## config.mk

```make
export PLATFORM = sky130hd
export DESIGN_NAME = mem_arbiter
export DESIGN_NICKNAME = d
export VERILOG_FILES = /design/src/rtl/mem_arb_pkg.sv /design/src/rtl/mem_arbiter.sv
export SDC_FILE = /design/constraint.sdc
export NUM_CORES = 1
export LEC_CHECK = 0
export ABC_AREA = 1
export BUFFER_PORTS_ARGS = -buffer_cell sky130_fd_sc_hd__clkbuf_2
export CORE_MARGIN = 2
export CORE_UTILIZATION = 25
export DETAILED_ROUTE_END_ITERATION = 6
export HOLD_SLACK_MARGIN = 0.1
export PLACE_DENSITY = 0.54
export SKIP_CTS_REPAIR_TIMING = 1
export SYNTH_ARGS = -nofsm -noshare
export SYNTH_HDL_FRONTEND = slang
export SYNTH_SLANG_ARGS = --single-unit
export TNS_END_PERCENT = 30
```

## constraint.sdc

```tcl
create_clock -name clk -period 4.1 [get_ports clk]
set_clock_uncertainty 0.2 [all_clocks]
set_input_delay 0 -clock clk [delete_from_list [all_inputs] [get_ports clk]]
set_output_delay 0 -clock clk [all_outputs]
set_load 0.01 [all_outputs]
```

## src/rtl/mem_arb_pkg.sv

```systemverilog
// rtl/mem_arb_pkg.sv - shared types and constants for the IF/DM memory arbiter
package mem_arb_pkg;

    typedef enum logic [1:0] {IDLE, BUSY, DONE} state_t;
    typedef enum logic {OWN_IF, OWN_DM} owner_t;

    // Wide all-ones mask; the arbiter slices it down to its byte-enable width.
    localparam int BE_MAX_WIDTH = 128;
    localparam logic [BE_MAX_WIDTH-1:0] BE_FULL = '1;

endpackage

```

## src/rtl/mem_arbiter.sv

```systemverilog
// rtl/mem_arbiter.sv - DM-first arbiter with IF starvation guard over one variable-latency memory
module mem_arbiter
    import mem_arb_pkg::*;
#(
    parameter int ADDR_WIDTH   = 32,
    parameter int DATA_WIDTH   = 32,
    parameter int STARVE_LIMIT = 4
) (
    input  logic                    clk,
    input  logic                    rst,
    input  logic                    if_req,
    input  logic [ADDR_WIDTH-1:0]   if_addr,
    output logic                    if_ready,
    output logic [DATA_WIDTH-1:0]   if_rdata,
    input  logic                    dm_req,
    input  logic                    dm_we,
    input  logic [ADDR_WIDTH-1:0]   dm_addr,
    input  logic [DATA_WIDTH-1:0]   dm_wdata,
    input  logic [DATA_WIDTH/8-1:0] dm_be,
    output logic                    dm_ready,
    output logic [DATA_WIDTH-1:0]   dm_rdata,
    output logic                    mem_req,
    output logic                    mem_we,
    output logic [ADDR_WIDTH-1:0]   mem_addr,
    output logic [DATA_WIDTH-1:0]   mem_wdata,
    output logic [DATA_WIDTH/8-1:0] mem_be,
    input  logic                    mem_ack,
    input  logic [DATA_WIDTH-1:0]   mem_rdata
);

    localparam int BE_W  = DATA_WIDTH / 8;
    localparam int CNT_W = $clog2(STARVE_LIMIT + 1);
    localparam logic [CNT_W-1:0] LIMIT = CNT_W'(STARVE_LIMIT);

    state_t           state;
    state_t           state_next;
    owner_t           owner;
    logic [CNT_W-1:0] starve_cnt;
    logic             grant_dm;
    logic             grant_if;

    always_comb begin
        grant_dm   = dm_req && (!if_req || (starve_cnt < LIMIT));
        grant_if   = if_req && !grant_dm;
        state_next = state;
        case (state)
            IDLE:    if (grant_dm || grant_if) state_next = BUSY;
            BUSY:    if (mem_ack) state_next = DONE;
            DONE:    state_next = IDLE;
            default: state_next = IDLE;
        endcase
    end

    always_ff @(posedge clk or posedge rst) begin
        if (rst) state <= IDLE;
        else     state <= state_next;
    end

    // Decoded straight from the state register so reset clears them without waiting for a clock.
    assign mem_req  = (state == BUSY);
    assign if_ready = (state == DONE) && (owner == OWN_IF);
    assign dm_ready = (state == DONE) && (owner == OWN_DM);

    always_ff @(posedge clk or posedge rst) begin
        if (rst) begin
            owner      <= OWN_IF;
            starve_cnt <= '0;
            mem_we     <= 1'b0;
            mem_addr   <= '0;
            mem_wdata  <= '0;
            mem_be     <= '0;
            if_rdata   <= '0;
            dm_rdata   <= '0;
        end else begin
            if (state == IDLE) begin
                if (grant_dm) begin
                    owner      <= OWN_DM;
                    mem_we     <= dm_we;
                    mem_addr   <= dm_addr;
                    mem_wdata  <= dm_wdata;
                    mem_be     <= dm_be;
                    // A DM grant over a waiting IF only happens below LIMIT, so +1 never overshoots.
                    starve_cnt <= if_req ? starve_cnt + CNT_W'(1) : '0;
                end else if (grant_if) begin
                    owner      <= OWN_IF;
                    mem_we     <= 1'b0;
                    mem_addr   <= if_addr;
                    mem_wdata  <= '0;
                    mem_be     <= BE_FULL[BE_W-1:0];
                    starve_cnt <= '0;
                end
            end
            if ((state == BUSY) && mem_ack && !mem_we) begin
                if (owner == OWN_DM) dm_rdata <= mem_rdata;
                else                 if_rdata <= mem_rdata;
            end
        end
    end

endmodule
```

== Word-level counts from Yosys, hierarchy flattened ==
Cells that the tools add are included.
W data, S select, Z words.

* Register bits: 139
* Input bits: 138
* Output and inout bits: 136
* Word-level logic and storage cells: 48

* $add $sub $neg: 1
* Magnitude comparators: 1
* Equality and inequality tests: 4
* Muxes and demuxes: 15
* Bitwise logic cells: 1
* Reduce and logical (&&, ||, !) cells: 17

{| class="wikitable"
|+ Operator list
! operator !! count
|-
| $mux W32 || 4
|-
| $mux W3 || 3
|-
| $mux W4 || 2
|-
| $reduce_and A2 Y1 || 4
|-
| $logic_and A1 B1 Y1 || 6
|-
| $mux W2 || 2
|-
| $pmux W2 S2 || 1
|-
| $add A3 B1 Y3 const B || 1
|-
| $logic_not A1 Y1 || 3
|-
| $lt A3 B3 Y1 const B || 1
|-
| $mux W1 || 3
|-
| $eq A2 B1 Y1 const B || 1
|-
| $eq A2 B2 Y1 const B || 1
|-
| $logic_not A2 Y1 || 1
|-
| $logic_or A1 B1 Y1 || 2
|-
| $ne A2 B1 Y1 const B || 1
|-
| $ne A2 B2 Y1 const B || 1
|-
| $reduce_bool A2 Y1 || 1
|-
| $not A1 Y1 || 1
|}

== Longest topological paths before layout ==
* Word-level depth: 8
* Gate-level depth with buffers: 7
* Gate-level depth less buffers: 6

== Worst setup path before layout ==
Ideal clock, no wire load.

* Path type: register to register
* Start point: register state[1]
* End point: register mem_wdata[20]
* Setup time: 0.118 ns
* Data arrival time: 1.135 ns
* Data required time: 3.782 ns
* Setup slack: 2.647 ns
* Cell stages (with the launch flop): 7
* Path buffers: 2
* Period minus slack after synthesis: 1.453 ns
* Path through: dfrtp_1 -> nor2_4 -> o21ai_2 -> buf_2 -> buf_4 -> nand2_1 -> nand2_1

* Longest elaborated chain between the ends: 2

{| class="wikitable"
|+ RTL lines
! what !! line !! source
|-
| start: declaration || mem_arbiter.sv:35 || <nowiki>state_t state;</nowiki>
|-
| start signal: assignment || mem_arbiter.sv:56 || <nowiki>else state <= state_next;</nowiki>
|-
| $logic_not A2 Y1 || mem_arbiter.sv:75 || <nowiki>if (state == IDLE) begin</nowiki>
|-
| $reduce_and A2 Y1 (no source line) || n/a ||
|-
| end signal: assignment || mem_arbiter.sv:80 || <nowiki>mem_wdata <= dm_wdata;</nowiki>
|-
| end: declaration || mem_arbiter.sv:25 || <nowiki>output logic [DATA_WIDTH-1:0] mem_wdata,</nowiki>
|}

No other way between the ends.
A chain may end at the register's enable or synchronous reset.

== Final worst setup path ==
* Start point: register state[0]
* End point: register mem_addr[27]

* Longest elaborated chain between the ends: 2

{| class="wikitable"
|+ RTL lines
! what !! line !! source
|-
| $logic_not A2 Y1 || mem_arbiter.sv:75 ||
|-
| $reduce_and A2 Y1 (no source line) || n/a ||
|-
| end signal: assignment || mem_arbiter.sv:79 || <nowiki>mem_addr <= dm_addr;</nowiki>
|-
| end signal: assignment || mem_arbiter.sv:87 || <nowiki>mem_addr <= if_addr;</nowiki>
|-
| end: declaration || mem_arbiter.sv:24 || <nowiki>output logic [ADDR_WIDTH-1:0] mem_addr,</nowiki>
|}

No other way between the ends.

==> key figures <==
Die
  • Die area: between 20000 and 30000 um^2
  • Die Wd: 159 um
  • Core Area: between 20000 and 25000 um^2
  • Row count: 56
  • I/O Pins: 274
  • Initial Utilization: 0.256
  • Die span in y: 159 um

Setup path
  • Reg2reg path depth: 7
  • Crit path max-delay family: buffers and inverters
  • CP Depth: 7
  • Max stage delay on crit path: approximately 0.76 ns
  • Critical path class: reg -> reg
  • CP cell instances: inv_2 > nand2_1 > nor2_4 > nand3_1 > dlygate4sd3_1 > nand2_1 > dlygate4sd3_1
  • CP startpoint kind: flip-flop
  • Worst Path Buf+Inv: 3
  • Critical path arrival: between 3 and 4 ns
  • Worst path required time: between 4 and 5 ns
  • Critical path peak fanout: 38
  • CP max-delay cell: nor2_4
  • Critical Path End Type: flip-flop

Detailed routing
  • Final WL: approximately 21000 um
  • Post-DR vias/cell: ~4.4
  • Vias post-DR: between 6k and 7k
  • WL per Instance: approximately 14 um
  • DRT Pass-1 Iters: 7
  • DRC Markers: 0
  • DRT iter0 DRCs: ~350
  • ANT nets after route: 0

Clock tree
  • H-tree depth: 4
  • Skew-Pair Late Insertion Delay: 0.42 ns
  • CTS tree: built
  • TritonCTS Buffers: 17
  • Clock transition at path regs: ~0.070 ns
  • Number of buffers on the longest clock path: 2
  • Root Buffer: clkbuf_16
  • CTS sink count: 139

Cells and area
  • Antenna diode count: 0
  • Final nets: 1274
  • Synth-to-layout area growth: 64.5%
  • Reg area: 3480 um^2
  • # fillers: between 2k and 2.5k
  • Area of the multi-input gates: between 2000 and 2500 um^2
  • Fraction of layout cells with a size suffix above 1: 0.283

Synth
  • Largest family of logic cells by synthesized area: simple AND/OR/NAND/NOR gates
  • Mux share of post-synthesis cell area: 0
  • Mapped Area: 6020 um^2
  • Post-synth EDFFs: 0
  • Top cell type by total area after synthesis: dfrtp_1
  • Synth warn: 0
  • Top post-synthesis cells by area: dfrtp_1, nand2_1, nand3_1
  • Syn Area/Cell: 8.42 um^2
  • Share of the synthesized area in the top cell type: 0.577
  • Seq cells post-synth: approximately 140
  • Most frequent cells after synthesis: nand2_1, dfrtp_1, nand3_1
  • Sequential fraction of the synthesis area: 0.577
  • Post-synthesis simple-gate area fraction: 0.351
  • Synth Area in Adders: 0.00208
  • Post-Synth XOR/XNOR Area: 0
  • Post-synth ARST share: 1.00
  • Synth Flop Type: dfrtp_1
  • Cell count after synthesis: between 700 and 800
  • Post-synthesis cell type count: 20
  • Syn nets: approximately 850
  • Count leader, synth: nand2_1
  • Synth Area in Compound Gates: 0.00686

GRT
  • Vias in the first global route: 5707
  • GRT overflow: 0
  • Tot GR Track Use: 0.155
  • Largest net degree at the start of global routing: 80
  • First-pass GRT wire length: 31500 um
  • Initial antenna violation count: 0

Placed design
  • DPL Wire Length: 13500 um
  • Port Buf Inserts: ~270
  • Gpl congestion: a little over 0.8

STA
  • Max Slew Vio Count: 0
  • Final Cycle Share: 0.750
  • Endpoints failing hold: 0
  • RSZ-0062 raised after global routing: no
  • Hold slack: 0.0498 ns
  • Fmax: approximately 0.33 GHz
  • # setup viols final: 0
  • Slew margin rel.: 0.345
  • Period minus WS final: a little over 3 ns
  • Least-Margin Pin Slew: 0.980 ns
  • Setup TNS: 0 ns

Pwr
  • Max VDD drop: approximately 0.3 mV
  • Pwr Density: 686 nW/um^2
  • P_leak: 5.39 nW

Flow run
  • Max_cap viols: 0

Hold path
  • Tightest Hold Check Type: in -> async

Status
  • Status: completed
-- path summary, 6_finish.rpt --
check | startpoint | endpoint | slack, ns
max in group asynchronous | rst | mem_addr[18] | 2.74
worst max-delay path | state[0] | mem_addr[27] | 1.02
worst max register to register | state[0] | mem_addr[27] | 1.02
worst min-delay path | rst | mem_wdata[26] | 0.05
worst min register to register | dm_rdata[28] | dm_rdata[28] | 0.27
min in group clk | dm_wdata[0] | mem_wdata[0] | 0.16
-- kinds of logic (layout without fill, tap and decap cells) --
group | count (synthesis) | in the layout
flip-flops | 139 | 139
AO/OA/AOI/OAI | 7 | 7
adder cells (fa/ha/maj) | 1 | 1
buffers and inverters | 87 | 520
AND/OR/NAND/NOR | 481 | 481
-- sequential cells by signal, summed over array words and instances (netlist names), 2 cells and up --
name,cells
starve_cnt,3
mem_be,4
if_rdata,32
mem_wdata,32
mem_addr,32
dm_rdata,32
state,2
-- power breakdown --
group	total, mW	switching [mW]	internal, mW
Sequential	2.38	0.376	2.01
Clock	1.60	0.654	0.942
Combinational	2.82	1.61	1.20
Total	6.80	2.64	4.15
-- per-layer routing --
layer / routed length, um / part of all wire / GRT usage
met1: 9480 / 0.45 / 0.205
met2: 9720 / 0.47 / 0.241
met3: 1490 / 0.071 / 0.0563
met4: 199 / 0.0095 / 0.0421
met5: 0 / 0 / 0
-- tightest hold or removal path, cell delays in order --
cell,delay [ns]
dlygate4sd3_1,0.53
clkbuf_2,0.13
inv_6,0.50
-- per-stage QoR --
stage	setup WS, ns	utilization	power, mW	instances	instance area (um^2)
2_1_floorplan	0.175	-	3.72	715	6020
3_3_place_gp	1.59	0.326	4.80	1272	7670
3_5_place_dp	1.53	0.326	4.83	1272	7670
4_1_cts	1.52	0.352	6.46	1304	8280
5_1_grt	0.879	0.421	7.31	1467	9910
6_report	1.02	0.421	6.80	1467	9910
-- cells in the final DEF (no fill, tap or decap), types with 3 or more instances in the layout --
cell type,Yosys,layout
clkinv_4,0,3
nand3b_1,32,32
nor2_4,2,3
inv_1,37,36
nand3_1,130,130
clkbuf_16,0,17
nor2_1,14,13
clkinvlp_4,0,3
inv_6,0,6
dlygate4sd3_1,0,163
nand4_1,3,3
dfrtp_1,139,139
clkbuf_2,0,273
nand2_1,297,297
buf_4,7,11
inv_2,3,3
o21ai_0,5,5
-- layout make-up --
type                            count  share of cell area
Multi-Input combinational cell    489               0.221
Timing Repair Buffer              447               0.311
Inverter                           41              0.0160
Tap cell                          319              0.0403
Clock buffer                       19              0.0457
Clock inverter                     13              0.0154
Sequential cell                   139               0.351
Note: power is estimated with default switching activity, not from simulation.
